<file path="src/rtl/dmem_arbiter_pkg.sv">
// Shared types and helpers for the two-port DMEM arbiter: FSM state,
// byte-enable constants, sub-word merge and byte-to-word address mapping.
package dmem_arb_pkg;

  localparam int AW = 32;

  localparam logic [3:0] BE_FULL = 4'hF;
  localparam logic [3:0] BE_NONE = 4'h0;

  typedef enum logic [0:0] {
    IDLE   = 1'b0,
    RMW_WR = 1'b1
  } arb_state_t;

  function automatic logic [31:0] be_merge(input logic [31:0] old_w,
                                           input logic [31:0] new_w,
                                           input logic [3:0]  be);
    logic [31:0] merged;
    merged = old_w;
    for (int i = 0; i < 4; i++) begin
      if (be[i]) begin
        merged[8*i +: 8] = new_w[8*i +: 8];
      end else begin
        merged[8*i +: 8] = old_w[8*i +: 8];
      end
    end
    return merged;
  endfunction

  function automatic logic [31:0] word_idx(input logic [AW-1:0] addr);
    return 32'(addr >> 2);
  endfunction

endpackage

</file>
<file path="src/rtl/dmem_arbiter_if.sv">
// One requester port of the DMEM arbiter: request/command in, grant and
// completion response out.
import dmem_arb_pkg::*;

interface dmem_arbiter_if #(
  parameter int AW = dmem_arb_pkg::AW
);
  logic          req;
  logic          we;
  logic [AW-1:0] addr;
  logic [31:0]   wdata;
  logic [3:0]    be;
  logic          gnt;
  logic          rvalid;
  logic [31:0]   rdata;

  modport master (
    output req, we, addr, wdata, be,
    input  gnt, rvalid, rdata
  );

  modport slave (
    input  req, we, addr, wdata, be,
    output gnt, rvalid, rdata
  );
endinterface

</file>
<file path="src/rtl/dmem_arbiter_rr_arbiter2.sv">
// Two-way round-robin arbiter: on contention the requester not served most
// recently wins; the pointer moves on every grant.
module rr_arbiter2 (
  input  logic       clk_i,
  input  logic       rst_i,
  input  logic [1:0] req_i,
  input  logic       advance_i,
  output logic [1:0] gnt_o
);

  logic last_q;
  logic last_d;

  // One-hot grant and pointer update
  always_comb begin
    gnt_o = 2'b00;
    if (advance_i) begin
      case (req_i)
        2'b01:   gnt_o = 2'b01;
        2'b10:   gnt_o = 2'b10;
        2'b11:   gnt_o = last_q ? 2'b01 : 2'b10;
        default: gnt_o = 2'b00;
      endcase
    end else begin
      gnt_o = 2'b00;
    end
    if (gnt_o != 2'b00) begin
      last_d = gnt_o[1];
    end else begin
      last_d = last_q;
    end
  end

  // Pointer register; reset favours port 0 on the first conflict
  always_ff @(posedge clk_i or posedge rst_i) begin
    if (rst_i) begin
      last_q <= 1'b1;
    end else begin
      last_q <= last_d;
    end
  end

endmodule

</file>
<file path="src/rtl/dmem_arbiter.sv">
// Shares the single-port DMEM between two requesters; sub-word stores are
// done as read (grant cycle) then merged write (RMW_WR cycle).
module dmem_arbiter
  import dmem_arb_pkg::*;
#(
  parameter int NPORT = 2,
  parameter int AW    = 32
) (
  input  logic          clk_i,
  input  logic          rst_i,
  dmem_arbiter_if.slave m0,
  dmem_arbiter_if.slave m1,
  output logic [31:0]   dmem_addr_o,
  output logic [31:0]   dmem_wdata_o,
  output logic          dmem_we_o,
  input  logic [31:0]   dmem_rdata_i
);

  arb_state_t       state_q, state_d;
  logic             rmw_port_q, rmw_port_d;
  logic [31:0]      rmw_addr_q, rmw_addr_d;
  logic [31:0]      rmw_wdata_q, rmw_wdata_d;
  logic [31:0]      rmw_old_q, rmw_old_d;
  logic [3:0]       rmw_be_q, rmw_be_d;
  logic [1:0]       rvalid_q, rvalid_d;
  logic [31:0]      rdata0_q, rdata0_d;
  logic [31:0]      rdata1_q, rdata1_d;

  logic [NPORT-1:0] req_s;
  logic [NPORT-1:0] gnt_s;
  logic             advance_s;
  logic             sel_s;
  logic             sel_we_s;
  logic [AW-1:0]    sel_addr_s;
  logic [31:0]      sel_wdata_s;
  logic [3:0]       sel_be_s;
  logic             full_st_s;
  logic             part_st_s;

  assign req_s     = {m1.req, m0.req};
  assign advance_s = (state_q == IDLE) && !rst_i;

  rr_arbiter2 u_rr (
    .clk_i     (clk_i),
    .rst_i     (rst_i),
    .req_i     (req_s),
    .advance_i (advance_s),
    .gnt_o     (gnt_s)
  );

  assign m0.gnt    = gnt_s[0];
  assign m1.gnt    = gnt_s[1];
  assign m0.rvalid = rvalid_q[0];
  assign m1.rvalid = rvalid_q[1];
  assign m0.rdata  = rdata0_q;
  assign m1.rdata  = rdata1_q;

  // Command of the granted port and its store classification
  always_comb begin
    sel_s = gnt_s[1];
    if (sel_s) begin
      sel_we_s    = m1.we;
      sel_addr_s  = m1.addr;
      sel_wdata_s = m1.wdata;
      sel_be_s    = m1.be;
    end else begin
      sel_we_s    = m0.we;
      sel_addr_s  = m0.addr;
      sel_wdata_s = m0.wdata;
      sel_be_s    = m0.be;
    end
    full_st_s = sel_we_s && (sel_be_s == BE_FULL);
    part_st_s = sel_we_s && (sel_be_s != BE_FULL) && (sel_be_s != BE_NONE);
  end

  // DMEM port mux; empty and partial stores never write in the grant cycle
  always_comb begin
    dmem_addr_o  = 32'd0;
    dmem_wdata_o = 32'd0;
    dmem_we_o    = 1'b0;
    if (state_q == RMW_WR) begin
      dmem_addr_o  = rmw_addr_q;
      dmem_wdata_o = be_merge(rmw_old_q, rmw_wdata_q, rmw_be_q);
      dmem_we_o    = 1'b1;
    end else if (gnt_s != 2'b00) begin
      dmem_addr_o = word_idx(sel_addr_s);
      if (full_st_s) begin
        dmem_wdata_o = sel_wdata_s;
        dmem_we_o    = 1'b1;
      end else begin
        dmem_wdata_o = 32'd0;
        dmem_we_o    = 1'b0;
      end
    end else begin
      dmem_addr_o  = 32'd0;
      dmem_wdata_o = 32'd0;
      dmem_we_o    = 1'b0;
    end
  end

  // Next state, RMW latches and one-cycle response pulse
  always_comb begin
    state_d     = state_q;
    rmw_port_d  = rmw_port_q;
    rmw_addr_d  = rmw_addr_q;
    rmw_wdata_d = rmw_wdata_q;
    rmw_old_d   = rmw_old_q;
    rmw_be_d    = rmw_be_q;
    rvalid_d    = 2'b00;
    rdata0_d    = 32'd0;
    rdata1_d    = 32'd0;
    case (state_q)
      IDLE: begin
        if (gnt_s == 2'b00) begin
          state_d = IDLE;
        end else if (part_st_s) begin
          state_d     = RMW_WR;
          rmw_port_d  = sel_s;
          rmw_addr_d  = word_idx(sel_addr_s);
          rmw_wdata_d = sel_wdata_s;
          rmw_old_d   = dmem_rdata_i;
          rmw_be_d    = sel_be_s;
        end else begin
          rvalid_d = sel_s ? 2'b10 : 2'b01;
          if (sel_we_s) begin
            rdata0_d = 32'd0;
            rdata1_d = 32'd0;
          end else if (sel_s) begin
            rdata1_d = dmem_rdata_i;
          end else begin
            rdata0_d = dmem_rdata_i;
          end
        end
      end
      RMW_WR: begin
        state_d  = IDLE;
        rvalid_d = rmw_port_q ? 2'b10 : 2'b01;
      end
      default: begin
        state_d = IDLE;
      end
    endcase
  end

  // State and response registers; reset abandons any RMW in flight
  always_ff @(posedge clk_i or posedge rst_i) begin
    if (rst_i) begin
      state_q     <= IDLE;
      rmw_port_q  <= 1'b0;
      rmw_addr_q  <= 32'd0;
      rmw_wdata_q <= 32'd0;
      rmw_old_q   <= 32'd0;
      rmw_be_q    <= 4'h0;
      rvalid_q    <= 2'b00;
      rdata0_q    <= 32'd0;
      rdata1_q    <= 32'd0;
    end else begin
      state_q     <= state_d;
      rmw_port_q  <= rmw_port_d;
      rmw_addr_q  <= rmw_addr_d;
      rmw_wdata_q <= rmw_wdata_d;
      rmw_old_q   <= rmw_old_d;
      rmw_be_q    <= rmw_be_d;
      rvalid_q    <= rvalid_d;
      rdata0_q    <= rdata0_d;
      rdata1_q    <= rdata1_d;
    end
  end

endmodule
</file>
<file path="src/flat_wrapper.sv">
// flat-port wrapper written by rule: the top's interface ports become plain ports
module dmem_arbiter_flat import dmem_arb_pkg::*;
#(
  parameter int NPORT = 2,
  parameter int AW    = 32
)
  (clk_i, rst_i, dmem_addr_o, dmem_wdata_o, dmem_we_o, dmem_rdata_i, m0_req, m0_we, m0_addr, m0_wdata, m0_be, m0_gnt, m0_rvalid, m0_rdata, m1_req, m1_we, m1_addr, m1_wdata, m1_be, m1_gnt, m1_rvalid, m1_rdata);
  dmem_arbiter_if #(.AW(AW)) m0_i ();
  dmem_arbiter_if #(.AW(AW)) m1_i ();
  input  logic clk_i;
  input  logic rst_i;
  output logic [31:0] dmem_addr_o;
  output logic [31:0] dmem_wdata_o;
  output logic dmem_we_o;
  input  logic [31:0] dmem_rdata_i;
  input wire logic [$bits(m0_i.req)-1:0] m0_req;
  input wire logic [$bits(m0_i.we)-1:0] m0_we;
  input wire logic [$bits(m0_i.addr)-1:0] m0_addr;
  input wire logic [$bits(m0_i.wdata)-1:0] m0_wdata;
  input wire logic [$bits(m0_i.be)-1:0] m0_be;
  output wire logic [$bits(m0_i.gnt)-1:0] m0_gnt;
  output wire logic [$bits(m0_i.rvalid)-1:0] m0_rvalid;
  output wire logic [$bits(m0_i.rdata)-1:0] m0_rdata;
  input wire logic [$bits(m1_i.req)-1:0] m1_req;
  input wire logic [$bits(m1_i.we)-1:0] m1_we;
  input wire logic [$bits(m1_i.addr)-1:0] m1_addr;
  input wire logic [$bits(m1_i.wdata)-1:0] m1_wdata;
  input wire logic [$bits(m1_i.be)-1:0] m1_be;
  output wire logic [$bits(m1_i.gnt)-1:0] m1_gnt;
  output wire logic [$bits(m1_i.rvalid)-1:0] m1_rvalid;
  output wire logic [$bits(m1_i.rdata)-1:0] m1_rdata;
  assign m0_i.req = m0_req;
  assign m0_i.we = m0_we;
  assign m0_i.addr = m0_addr;
  assign m0_i.wdata = m0_wdata;
  assign m0_i.be = m0_be;
  assign m0_gnt = m0_i.gnt;
  assign m0_rvalid = m0_i.rvalid;
  assign m0_rdata = m0_i.rdata;
  assign m1_i.req = m1_req;
  assign m1_i.we = m1_we;
  assign m1_i.addr = m1_addr;
  assign m1_i.wdata = m1_wdata;
  assign m1_i.be = m1_be;
  assign m1_gnt = m1_i.gnt;
  assign m1_rvalid = m1_i.rvalid;
  assign m1_rdata = m1_i.rdata;
  dmem_arbiter #(.NPORT(NPORT), .AW(AW)) u_core (.clk_i(clk_i), .rst_i(rst_i), .m0(m0_i), .m1(m1_i), .dmem_addr_o(dmem_addr_o), .dmem_wdata_o(dmem_wdata_o), .dmem_we_o(dmem_we_o), .dmem_rdata_i(dmem_rdata_i));
endmodule
</file>
<file path="config.mk">
export PLATFORM = sky130hd
export DESIGN_NAME = dmem_arbiter_flat
export DESIGN_NICKNAME = d
export VERILOG_FILES = /design/src/rtl/dmem_arbiter_pkg.sv /design/src/rtl/dmem_arbiter_if.sv /design/src/rtl/dmem_arbiter_rr_arbiter2.sv /design/src/rtl/dmem_arbiter.sv /design/src/flat_wrapper.sv
export SDC_FILE = /design/constraint.sdc
export NUM_CORES = 1
export LEC_CHECK = 0
export ABC_CLOCK_PERIOD_IN_PS = 9400
export BUFFER_PORTS_ARGS = -buffer_cell sky130_fd_sc_hd__clkbuf_2
export CAP_MARGIN = 15
export CORE_AREA = 2 2 125 127
export DETAILED_ROUTE_END_ITERATION = 10
export DIE_AREA = 0 0 127 129
export GPL_TIMING_DRIVEN = 1
export MAX_ROUTING_LAYER = met4
export PLACE_DENSITY = 0.85
export RECOVER_POWER = 25
export SLEW_MARGIN = 20
export SYNTH_ARGS = -nofsm -noshare
export SYNTH_HDL_FRONTEND = slang
export SYNTH_SLANG_ARGS = --single-unit
</file>
<file path="constraint.sdc">
create_clock -name clk_i -period 9.4 [get_ports clk_i]
set_input_delay 0.47 -clock clk_i [delete_from_list [all_inputs] [get_ports clk_i]]
set_output_delay 0.47 -clock clk_i [all_outputs]
set_load 0.005 [all_outputs]
</file>
# --- After elaboration in Yosys (flattened, before gate mapping) ---
# Cells that the tools add are included.
classes:
  n_eq_ne: 5
  n_mux: 37
  n_bitwise: 2
  n_reduce_logical: 9
op_table:
  columns: ["cell", "count"]
  rows:
  - ["$mux W32", 16]
  - ["$mux W8", 4]
  - ["$mux W30", 1]
  - ["$mux W2", 6]
  - ["$mux W1", 6]
  - ["$pmux W2 S3", 1]
  - ["$eq A2 B2 Y1 const B", 2]
  - ["$eq A4 B4 Y1 const B", 1]
  - ["$logic_and A1 B1 Y1", 4]
  - ["$mux W4", 1]
  - ["$ne A4 B4 Y1 const B", 1]
  - ["$pmux W2 S2", 1]
  - ["$reduce_bool A4 Y1", 1]
  - ["$reduce_and A3 Y1", 1]
  - ["$eq A2 B1 Y1 const B", 1]
  - ["$logic_not A2 Y1", 1]
  - ["$not A1 Y1", 2]
  - ["$pmux W1 S2", 1]
  - ["$reduce_bool A2 Y1", 1]
  - ["$logic_not A1 Y1", 1]
totals:
  reg_bits: 167
  inputBits: 174
  output_inout_bits: 133

# --- Longest topological paths before layout ---
# Gate-level depths: netlist (run 1).
logic_depth:
  word_depth: 10
  depth_mapped: 8

# --- By module ---
# A second synthesis (run 1) with hierarchy kept.
hier_totals:
  cells_unflattened: 632
  area_unflattened_um2: 8460.6
modules_own_cells:
  columns: ["module", "instances", "cells_each", "area_per_inst_um2"]
  rows:
  - ["dmem_arbiter", 1, 623, 8394.3]
  - ["rr_arbiter2", 1, 9, 66.3]

# --- Worst setup path before layout (run 1) ---
# No wires, ideal clock.
synth_timing:
  path_kind: "input to output"
  startpoint: "input port rst_i"
  endpoint: "output port dmem_wdata_o[14]"
  t_arrival_ps: 1636
  slack_ps: 7294
  stages: 8
  cell_sequence: "nor2_2 -> nand3_1 -> buf_2 -> inv_2 -> buf_4 -> buf_4 -> mux2i_1 -> o22ai_1"
synth_between:
  elab_chain_cells: 9
  word_cells_on_any_way: 12
  cone_classes: "eq/ne: 1; mux: 7; reduce/logical: 4"
synth_lines:
  columns: ["item", "line", "text"]
  rows:
  - ["start, declared", "flat_wrapper.sv:11", "input logic rst_i;"]
  - ["$logic_not A1 Y1 (*)", "dmem_arbiter.sv:41", "assign advance_s = (state_q == IDLE) && !rst_i;"]
  - ["$logic_and A1 B1 Y1 (*)", "dmem_arbiter.sv:41", null]
  - ["$mux W2 (*)", "dmem_arbiter_rr_arbiter2.sv:17", "if (advance_i) begin"]
  - ["$mux W4", "dmem_arbiter.sv:61", "if (sel_s) begin"]
  - ["$eq A4 B4 Y1", "dmem_arbiter.sv:72", "full_st_s = sel_we_s && (sel_be_s == BE_FULL);"]
  - ["$logic_and A1 B1 Y1", "dmem_arbiter.sv:72", null]
  - ["$mux W32", "dmem_arbiter.sv:87", "if (full_st_s) begin"]
  - ["$mux W32 (*)", "dmem_arbiter.sv:85", "end else if (gnt_s != 2'b00) begin"]
  - ["$mux W32 (*)", "dmem_arbiter.sv:81", "if (state_q == RMW_WR) begin"]
  - ["end, declared", "flat_wrapper.sv:13", "output logic [31:0] dmem_wdata_o;"]
# Every way passes the cells marked *; elsewhere a longest branch is shown, timed or not.

# --- Worst setup path after layout (run 1) ---
layout_timing:
  startpoint: "register u_core.state_q"
  endpoint: "output port dmem_wdata_o[2]"
layout_between:
  elab_chain_cells: 9
  word_cells_on_any_way: 12
  cone_classes: "eq/ne: 1; mux: 7; bitwise: 1; reduce/logical: 3"
layout_lines:
  columns: ["item", "line", "text"]
  rows:
  - ["start, declared", "dmem_arbiter.sv:19", "arb_state_t state_q, state_d;"]
  - ["start signal, assigned", "dmem_arbiter.sv:158", "state_q <= state_d;"]
  - ["$not A1 Y1 (no line)", null, null]
  - ["$logic_and A1 B1 Y1", "dmem_arbiter.sv:41", null]
  - ["$mux W2", "dmem_arbiter_rr_arbiter2.sv:17", null]
  - ["$mux W4", "dmem_arbiter.sv:61", null]
  - ["$eq A4 B4 Y1", "dmem_arbiter.sv:72", null]
  - ["$logic_and A1 B1 Y1", "dmem_arbiter.sv:72", null]
  - ["$mux W32", "dmem_arbiter.sv:87", null]
  - ["$mux W32", "dmem_arbiter.sv:85", null]
  - ["$mux W32 (*)", "dmem_arbiter.sv:81", null]
# Marked as above.

==> results.py, run 1 <==
metrics = {
    "run_status": {
        "outcome": "complete, but fails checks",
        "violations": "max-capacitance violations, max-slew violations",
    },
    "drt": {
        "ant_nets": 0,
        "drt-wirelength-per-cell_um": 17.7,
        "dr_wl_met3_um": 1030,
        "highest_layer": "met4",
        "route.vias.total": 5827,
        "drtPass1Iterations": 4,
        "viasPerCell": 5.23,
        "wl_met1_um": 8100,
        "drt_iter0_markers": 229,
        "drc_errors": 0,
        "dr_wl_met2_um": 10200,
        "routed_wirelength_um": 19700,
    },
    "setup_path": {
        "critPathSlowestCell": "inv_2",
        "path_class": "reg -> out",
        "critPathMostFrequentCell": "buf_4",
        "r2r-start": "u_core.state_q",
        "cp_max_fo": 36,
        "cp.arrival_ns": 3.56,
        "rrSetupSlack_ns": 6.26,
        "cp-startpoint": "u_core.state_q",
        "critical_path_required_ns": 8.93,
        "endpoint_kind": "output port",
        "r2r-end": "u_core.rmw_wdata_q[2]",
        "endpoint": "dmem_wdata_o[2]",
        "worst_setup_path_start_kind": "register",
        "worstRegToRegCells": 7,
        "path_cells": "nor2_1 -> nand3_2 -> buf_4 -> inv_2 -> buf_4 -> mux2i_1 -> o22ai_1 -> clkbuf_2",
        "crit_path_max_incr_delay_ns": 0.67,
    },
    "die": {
        "pin_count": 307,
        "die_area_um2": 16400,
        "row_count": 45,
        "die_x_um": 127,
        "initial_core_util": 0.520,
        "die_h_um": 129,
        "fp.coreArea_um2": 15000,
    },
    "min_path": {
        "hp-class": "in -> reg",
        "hp-start": "dmem_rdata_i[13]",
    },
    "power_and_ir_drop": {
        "p_switching_mw": 0.642,
        "p_per_area_nw_per_um2": 229,
        "p_seq_frac": 0.433,
        "p_leak_nw": 5.49,
        "combPwrFrac": 0.227,
        "p_int_mw": 1.65,
        "p_sw_frac": 0.280,
        "peakVddDrop_uv": 144,
        "clockPowerShare": 0.340,
    },
    "synth": {
        "yosysWarnings": 0,
        "synthDistinctLibCells": 30,
        "seq_area_frac_synth": 0.537,
        "avgSynthCellArea_um2": 12.3,
        "syn_area_um2": 7790,
        "ys_ff_latch": 167,
        "ys_top_cells_by_area": "dfrtp_1 (53%), mux2i_1 (20%), mux2_4 (6.9%)",
        "syn_inst": 631,
        "synth.top_cell.area_share": 0.533,
        "yosysTopAreaCell": "dfrtp_1",
    },
    "placed_design": {
        "place_area_um2": 9370,
        "portBuffers": 300,
        "place_congestion": 0.789,
        "hpwl_um": 13600,
        "dp_cells": 1082,
    },
    "cells_and_area": {
        "diodes": 0,
        "area_delta_synth_final_pct": 28.7,
        "nNetsFinal": 1087,
        "final_area_um2": 10000,
        "finalNonFillerCells": 1114,
        "num-fill-cells": 1148,
        "layout-drive-gt1-share": 0.400,
    },
    "flow_run": {
        "drv_cap": 1,
    },
    "sta": {
        "tightest_slew_ns": 3.58,
        "fmax_ghz": 0.248,
        "rsz0062_at_grt": "no",
        "hold_ws_ns": 0.281,
        "period_needed_ns": 4.03,
        "fin_skew_ns": 0.00654,
        "drv_slew": 83,
        "fin_crit_sh": 0.429,
        "fin_tns_setup_ns": 0,
        "final-setup-viol-count": 0,
        "final_hold_viol_count": 0,
        "slew_headroom": -1.40,
    },
    "clocking": {
        "postCtsSetupRepairBufs": 0,
        "clkSinkCount": 167,
        "clock_tree.root_cell": "clkbuf_16",
        "clk_pin_slew_ns": 0.06,
        "clk_latency_ns": 0.42,
        "htree_num_levels": 4,
        "cts_made_buffers": 17,
        "cts_tree": "done",
        "cts_hold_buf": 0,
        "cts-resized-gates": 0,
        "cts_buffer_depth": 2,
    },
    "global_route": {
        "grt_max_degree": 87,
        "first_global_vias": 5930,
        "overflow": 0,
        "antenna_found_initial": 0,
        "grt_usage": 0.245,
        "grt_first_pass_wirelength_um": 30200,
    },
}
==> final cells by class <==
class	instances	area [um2]	area share
Clock inverter	13	216	0.0216
Multi-Input combinational cell	349	3130	0.312
Timing Repair Buffer	308	1550	0.154
Tap cell	188	235	0.0235
Inverter	70	264	0.0263
Clock buffer	19	453	0.0452
Sequential cell	167	4180	0.417
==> kinds of logic (layout without fill, tap and decap cells) <==
group,after synthesis,in the layout,synth area share
mux,196,196,0.276
flops,167,167,0.537
buf+inv,116,410,0.0665
simple gates,79,79,0.0623
compound gates,72,72,0.0582
other cells,1,2,0.000482
==> Yosys cell counts, drive strengths merged <==
cell	n
o22ai	64
or4	2
and2	33
nor2	2
nand4	2
conb	1
clkbuf	21
a22o	1
dfrtp	166
buf	25
a21oi	2
nor4	1
or3b	1
o21ai	2
a311oi	1
nand2	3
mux2i	156
mux2	40
dfstp	1
o21bai	1
o211ai	1
inv	70
nand3	3
and3	32
==> per-stage QoR <==
stage / setup slack, ns / utilization / total power, mW
after CTS: 5.46 / 0.671 / 2.30
after floorplan: 4.41 / - / 1.34
final: 5.37 / 0.669 / 2.29
after global routing: 5.18 / 0.669 / 2.41
after detailed placement: 5.72 / 0.626 / 1.52
after global placement: 5.79 / 0.626 / 1.49
==> flip-flops by register name, summed over array words and instances, names as in the netlist <==
register	cells
u_core.rmw_wdata_q	32
u_core.rmw_old_q	32
u_core.rvalid_q	2
u_core.m1.rdata	32
u_core.state_q	1
u_core.m0.rdata	32
u_core.rmw_be_q	4
u_core.rmw_addr_q	30
u_core.u_rr.last_q	1
u_core.rmw_port_q	1
==> critical path, delay by kind of cell (launching register included) <==
family          cells  cell delay [ns]
compound gates      1             0.13
buf+inv             4             1.65
flops               1             0.42
mux                 1             0.44
simple gates        2             0.46
==> routing by layer <==
layer,vias to the layer above,GRT usage
li1,2755,-
met1,2843,0.284
met2,196,0.422
met3,33,0.0582
met4,0,0.0789
met5,-,-
==> cells in the final DEF (no fill, tap or decap), types with 2 or more instances in the layout <==
| master | count |
|---|---|
| a21oi_1 | 2 |
| and2_1 | 33 |
| and3_1 | 32 |
| buf_4 | 7 |
| bufinv_16 | 5 |
| clkbuf_1 | 15 |
| clkbuf_16 | 17 |
| clkbuf_2 | 285 |
| clkbuf_8 | 2 |
| clkinvlp_4 | 3 |
| conb_1 | 2 |
| dfrtp_1 | 166 |
| inv_1 | 67 |
| inv_2 | 2 |
| inv_6 | 4 |
| mux2_1 | 4 |
| mux2_4 | 36 |
| mux2i_1 | 156 |
| nand2_1 | 3 |
| nand3_1 | 2 |
| nand4_1 | 2 |
| o22ai_1 | 63 |
| or4_1 | 2 |
==> power by group through the flow <==
stage	Sequential, mW	Combinational [mW]	Clock [mW]
final	0.993	0.520	0.779
after global routing	1.01	0.576	0.823
after CTS	0.991	0.526	0.786
after detailed placement	1.00	0.520	0
after global placement	0.992	0.498	0
after floorplan	0.949	0.395	0
==> worst min path at each step <==
stage	slack, ns	cells after the start	endpoint
2_1_floorplan	0.48	1	u_core.rmw_old_q[10]
3_3_place_gp	0.49	1	u_core.rmw_old_q[12]
3_5_place_dp	0.49	1	u_core.rmw_old_q[8]
4_1_cts	0.23	2	u_core.m0.rdata[30]
5_1_grt	0.29	2	u_core.m0.rdata[29]
6_report	0.28	2	u_core.m0.rdata[13]
(Power assumes the default switching activity.)
==> run 2: changes to the inputs <==
ABC_CLOCK_PERIOD_IN_PS = 4090   (was 9400)
CORE_AREA = 2 2 130 132   (was 2 2 125 127)
DIE_AREA = 0 0 132 134   (was 0 0 127 129)
PLACE_DENSITY = 0.79   (was 0.85)
clock period = 4.09 ns   (was 9.4 ns; I/O delays follow)
==> run 2 against run 1 <==
Worst hold slack worse by 0.26 ns. Wire length is 0.20% higher. Sequential cell count did not move. First-iteration DRC count up 2.6%. Clock skew rose by 0.0012 ns. Core utilization down 5.3 points. Worst setup slack worse by 4.5 ns. Via count decreased by 0.34%. The run still ends with max-capacitance violations, max-slew violations left.
==> results.py, run 2 (synthesis results as in run 1) <==
metrics = {
    "run_status": {
        "outcome": "complete, but fails checks",
        "violations": "max-capacitance violations, max-slew violations",
    },
    "setup_path": {
        "r2r-start": "u_core.state_q",
        "worst_setup_path_start_kind": "primary input",
        "rrSetupSlack_ns": 1.25,
        "cp_max_fo": 32,
        "cp.arrival_ns": 3.01,
        "path_class": "in -> out",
        "r2r-end": "u_core.rmw_old_q[10]",
        "cp_top_family": "buffers and inverters",
        "critical_path_required_ns": 3.89,
        "endpoint_kind": "output port",
        "worstRegToRegCells": 6,
        "critPathSlowestCell": "inv_2",
        "crit_buf_inv": 5,
        "cp-startpoint": "rst_i",
        "crit_path_max_incr_delay_ns": 0.58,
        "path_cells": "dlygate4sd3_1 -> clkbuf_1 -> nor2_1 -> nand3_2 -> inv_2 -> buf_4 -> mux2i_1 -> o22ai_1 -> clkbuf_2",
    },
    "power_and_ir_drop": {
        "p_leak_nw": 5.41,
        "combPwrFrac": 0.229,
        "p_per_area_nw_per_um2": 516,
        "peakVddDrop_uv": 274,
        "p_sw_frac": 0.277,
        "clockPowerShare": 0.333,
        "p_seq_frac": 0.438,
        "p_int_mw": 3.75,
        "p_switching_mw": 1.44,
    },
    "placed_design": {
        "hpwl_um": 13700,
        "place_area_um2": 9450,
        "portBuffers": 300,
        "place_congestion": 0.800,
    },
    "drt": {
        "route.vias.total": 5807,
        "routed_wirelength_um": 19700,
        "wl_met1_um": 8540,
        "drt-wirelength-per-cell_um": 17.2,
        "drc_errors": 0,
        "dr_wl_met2_um": 9660,
        "drtPass1Iterations": 5,
        "drt_iter0_markers": 235,
        "highest_layer": "met4",
        "dr_wl_met3_um": 871,
        "viasPerCell": 5.06,
        "ant_nets": 0,
    },
    "cells_and_area": {
        "final_common_cell": "clkbuf_2",
        "layout-drive-gt1-share": 0.371,
        "nNetsFinal": 1091,
        "final_area_um2": 10000,
        "layout_common_cells": "clkbuf_2 (261), dfrtp_1 (166), mux2i_1 (156)",
        "diodes": 0,
        "area_delta_synth_final_pct": 29.0,
    },
    "global_route": {
        "first_global_vias": 5953,
        "antenna_found_initial": 0,
        "grt_max_degree": 121,
        "overflow": 0,
        "grt_usage": 0.229,
        "grt_first_pass_wirelength_um": 31000,
    },
    "die": {
        "die_x_um": 132,
        "fp.coreArea_um2": 16300,
        "row_count": 47,
        "die_area_um2": 17700,
        "die_h_um": 134,
        "initial_core_util": 0.478,
        "pin_count": 307,
    },
    "sta": {
        "final_hold_viol_count": 0,
        "fmax_ghz": 0.311,
        "rsz0062_at_grt": "no",
        "fin_tns_setup_ns": 0,
        "fin_crit_sh": 0.786,
        "period_needed_ns": 3.21,
        "fin_skew_ns": 0.00770,
        "hold_ws_ns": 0.0257,
        "slew_headroom": -0.202,
        "final-setup-viol-count": 0,
        "tightest_slew_ns": 1.80,
        "drv_slew": 34,
    },
    "clocking": {
        "postCtsSetupRepairBufs": 0,
        "cts_made_buffers": 17,
        "htree_num_levels": 4,
        "clock_tree.root_cell": "clkbuf_16",
        "cts_hold_buf": 0,
        "cts_buffer_depth": 2,
        "clkSinkCount": 167,
        "cts_tree": "done",
        "clk_latency_ns": 0.42,
        "clk_pin_slew_ns": 0.06,
        "cts-resized-gates": 0,
    },
    "min_path": {
        "hp-class": "in -> reg",
        "hold_end": "u_core.m0.rdata[27]",
        "hp-start": "dmem_rdata_i[27]",
        "hold_depth": 2,
    },
    "flow_run": {
        "drv_cap": 1,
    },
}
-- run 2: changes by cell type in the layout (fill, tap and decap cells not counted), sizes merged --
cell,before,now
clkinvlp,4,3
buf,8,11
inv,73,72
dlygate4sd3,0,1
-- run 2: worst reg2reg max path, cell delays in order, from the launching register on --
cell	delay (ns)
dfrtp_1	0.41
nor2_1	0.37
nand3_2	0.15
buf_4	0.34
o22ai_4	0.57
buf_12	0.46
mux2_4	0.43
-- run 2: per-layer routing --
| metal | vias up | global-route usage |
|---|---|---|
| li1 | 2765 | - |
| met1 | 2783 | 0.288 |
| met2 | 210 | 0.366 |
| met3 | 49 | 0.0351 |
| met4 | 0 | 0.112 |
| met5 | - | - |
-- run 2: final cells by class --
cell class / instances / area, um2
clock inverters: 11 / 196
clock buffers: 19 / 433
flip-flops and latches: 167 / 4180
inverters: 70 / 264
well taps: 220 / 275
repair buffers: 312 / 1570
fillers: 1361 / 6250
multi-input cells: 349 / 3130
-- run 2: worst max-delay path by stage --
| stage | to | slack (ns) | cells after the start |
|---|---|---|---|
| 2_1_floorplan | u_core.m0.rdata[0] | 1.76 | 1 |
| 3_3_place_gp | u_core.rmw_old_q[4] | 1.45 | 6 |
| 3_5_place_dp | u_core.rmw_old_q[9] | 1.41 | 6 |
| 4_1_cts | dmem_wdata_o[14] | 1.06 | 7 |
| 5_1_grt | dmem_wdata_o[20] | 0.69 | 9 |
| 6_report | dmem_wdata_o[23] | 0.88 | 9 |
-- run 2: stage by stage --
stage           util  total power [mW]  instances  setup slack, ns
6_report       0.616              5.19       1148            0.876
5_1_grt        0.616              5.46       1148            0.691
4_1_cts        0.619              5.23       1146             1.06
3_5_place_dp   0.580              3.49       1116             1.41
3_3_place_gp   0.580              3.43       1116             1.45
2_1_floorplan      -              3.09        632             1.76
-- run 2: power by group through the flow --
| stage | Combinational [mW] | Clock, mW | Sequential [mW] |
|---|---|---|---|
| 5_1_grt | 1.31 | 1.83 | 2.31 |
| 3_3_place_gp | 1.15 | 0 | 2.28 |
| 6_report | 1.19 | 1.73 | 2.27 |
| 2_1_floorplan | 0.907 | 0 | 2.18 |
| 3_5_place_dp | 1.19 | 0 | 2.29 |
| 4_1_cts | 1.20 | 1.76 | 2.27 |
==> run 3: changes to the inputs <==
ABC_AREA = 1   (was default)
ABC_CLOCK_PERIOD_IN_PS = 3200   (was 4090)
CORE_AREA = 2 2 133 135   (was 2 2 130 132)
DIE_AREA = 0 0 135 137   (was 0 0 132 134)
PLACE_DENSITY = 0.8   (was 0.79)
clock period = 3.2 ns   (was 4.09 ns; I/O delays follow)
==> run 3 against run 2 <==
The run still ends with max-capacitance violations, max-slew violations left. Wire length increased by 29%. Largest power group unchanged. Power rose by 25%. Sequential power increased by 26%. Largest cell class unchanged. Sequential share of layout area is 3.1 points lower. Critical endpoint is now dmem_wdata_o[19]. Combinational power increased by 32%. Worst setup slack lost 0.64 ns. Clock power is 18% higher. Critical path type unchanged. Core utilization grew 1.9 points. First-iteration DRC count increased by 120%. Final area up 8.0%. Critical path depth grew 2.
==> results.py, run 3 <==
metrics = {
    "min_path": {
        "hp-class": "in -> reg",
        "hold_depth": 3,
        "hp-start": "dmem_rdata_i[0]",
        "hold_end": "u_core.m1.rdata[0]",
    },
    "clocking": {
        "clk_latency_ns": 0.44,
        "cts_tree": "done",
        "clkSinkCount": 167,
        "cts_buffer_depth": 2,
        "htree_num_levels": 4,
        "cts-resized-gates": 0,
        "clk_pin_slew_ns": 0.07,
        "postCtsSetupRepairBufs": 0,
        "clock_tree.root_cell": "clkbuf_16",
        "cts_made_buffers": 17,
    },
    "cells_and_area": {
        "fin_util": 0.636,
        "area_delta_synth_final_pct": 28.3,
        "layout_common_cells": "nand2_1 (421), clkbuf_2 (260), dfrtp_1 (166)",
        "final_common_cell": "nand2_1",
        "layout-drive-gt1-share": 0.245,
        "seq_area_um2": 4180,
        "multi_input_area_um2": 3570,
        "num-fill-cells": 1455,
        "nNetsFinal": 1489,
    },
    "die": {
        "die_h_um": 137,
        "die_area_um2": 18500,
        "die_x_um": 135,
        "pin_count": 307,
        "row_count": 48,
        "initial_core_util": 0.495,
        "fp.coreArea_um2": 17100,
    },
    "sta": {
        "drv_slew": 41,
        "fin_tns_setup_ns": 0,
        "fin_crit_sh": 0.927,
        "fmax_ghz": 0.337,
        "slew_headroom": -0.349,
        "hold_ws_ns": 0.0285,
        "final-setup-viol-count": 0,
        "tightest_slew_ns": 2.01,
        "fin_skew_ns": 0.0101,
        "final_hold_viol_count": 0,
        "period_needed_ns": 2.97,
        "rsz0062_at_grt": "no",
    },
    "drt": {
        "drtPass1Iterations": 7,
        "drc_errors": 0,
        "drt_iter0_markers": 517,
        "route.vias.total": 8431,
        "viasPerCell": 5.42,
        "drt-wirelength-per-cell_um": 16.3,
        "routed_wirelength_um": 25400,
        "ant_nets": 0,
    },
    "setup_path": {
        "path_class": "in -> out",
        "critical_path_required_ns": 3.04,
        "cp_max_fo": 31,
        "worst_setup_path_start_kind": "primary input",
        "endpoint_kind": "output port",
        "cp.arrival_ns": 2.81,
        "rrSetupSlack_ns": 0.68,
        "r2r-start": "u_core.state_q",
        "r2r-end": "u_core.rmw_wdata_q[18]",
        "worstRegToRegCells": 10,
    },
    "global_route": {
        "grt_usage": 0.278,
        "grt_first_pass_wirelength_um": 39600,
        "overflow": 0,
        "antenna_found_initial": 2,
        "first_global_vias": 7939,
        "grt_max_degree": 101,
    },
    "synth": {
        "ys_top_cells_by_area": "dfrtp_1 (49%), nand2_1 (19%), nand4_1 (8.0%)",
        "seq_area_frac_synth": 0.495,
        "async_flop_share": 1.00,
        "yosysMostFrequentCell": "nand2_1",
        "synth_common_cells": "nand2_1 (423), dfrtp_1 (166), nand4_1 (108)",
        "synth_edf_count": 0,
        "syn_inst": 1041,
        "yosysTopAreaCell": "dfrtp_1",
        "ys_ff_latch": 167,
        "avgSynthCellArea_um2": 8.12,
        "yosysWarnings": 0,
        "synth_ff_type": "dfrtp_1",
        "synthDistinctLibCells": 25,
        "synth.top_cell.area_share": 0.492,
        "syn_area_um2": 8450,
    },
    "power_and_ir_drop": {
        "p_int_mw": 4.31,
        "p_sw_frac": 0.335,
        "p_per_area_nw_per_um2": 597,
        "peakVddDrop_uv": 391,
        "p_seq_frac": 0.442,
        "p_leak_nw": 6.08,
        "clockPowerShare": 0.316,
        "combPwrFrac": 0.242,
        "p_switching_mw": 2.17,
    },
    "run_status": {
        "outcome": "complete, but fails checks",
        "violations": "max-capacitance violations, max-slew violations",
    },
    "flow_run": {
        "drv_cap": 1,
    },
    "placed_design": {
        "place_congestion": 0.837,
        "hpwl_um": 16000,
        "portBuffers": 300,
    },
}
## run 3: cell count changes after synthesis, moves of 31 or more
cell	delta
nand4_1	+106
nor3_1	+32
mux2_4	-36
o22ai_1	-32
buf_2	+36
nor4_1	+31
nand2_1	+420
and3_1	-32
and2_1	-33
mux2i_1	-124
## run 3: logic make-up after synthesis
family / Yosys count / share of synthesized area
flip-flops: 167 / 0.495
AO/OA/AOI/OAI: 73 / 0.0613
buffers and inverters: 162 / 0.0857
multiplexers: 32 / 0.0379
other: 1 / 0.000444
AND/OR/NAND/NOR: 606 / 0.320
## run 3: critical path, cell delays in order
cell and delay [ns]:
dlygate4sd3_1 0.55, clkbuf_1 0.15, nor2_4 0.31, nand3_4 0.28
nand2_1 0.14, nand2_1 0.07, nor2_1 0.22, nand4_1 0.20
buf_4 0.31, o22ai_1 0.23, clkbuf_2 0.16
## run 3: layout make-up
class,count,area share
repair buffers,351,0.182
clock inverters,15,0.0147
well taps,225,0.0260
clock buffers,17,0.0392
multi-input cells,714,0.330
diodes,2,0.000462
flip-flops and latches,167,0.386
inverters,64,0.0223
## run 3: power groups by stage
stage / clock [mW] / sequential (mW) / combinational, mW
global placement: 0 / 2.87 / 1.48
global route: 2.16 / 2.91 / 1.77
CTS: 2.07 / 2.86 / 1.57
detailed placement: 0 / 2.89 / 1.54
finish: 2.05 / 2.86 / 1.57
floorplan: 0 / 2.76 / 1.11
## run 3: metrics by stage
stage                     worst slack, ns  std cells  area (um2)  power (mW)
final                               0.234       1555       10800        6.48
after global routing               0.0179       1555       10800        6.84
after CTS                          0.0757       1552       10900        6.50
after detailed placement            0.569       1488        9980        4.42
after global placement              0.647       1488        9980        4.35
after floorplan                     0.914       1042        8460        3.87
## run 3: per-layer routing
layer,vias to the layer above,share of wire,GRT usage
li1,4039,-,-
met1,3996,0.41,0.339
met2,348,0.50,0.470
met3,48,0.065,0.0511
met4,0,0.023,0.0949
met5,-,0,-
## run 3: what timing repair did
item	CTS	global route
hold endpoints to repair	121	0
setup endpoints to repair	0	30
hold buffers	32	0
## run 3: how the worst max path moves through the flow
stage,startpoint,cells after the start,slack (ns),end
after CTS,rst_i,11,0.08,dmem_wdata_o[19]
after global placement,u_core.state_q,9,0.65,dmem_wdata_o[19]
after floorplan,rst_i,1,0.91,u_core.m0.rdata[0]
final,rst_i,11,0.23,dmem_wdata_o[19]
after detailed placement,u_core.state_q,10,0.57,u_core.rmw_old_q[30]
after global routing,rst_i,11,0.02,dmem_wdata_o[19]
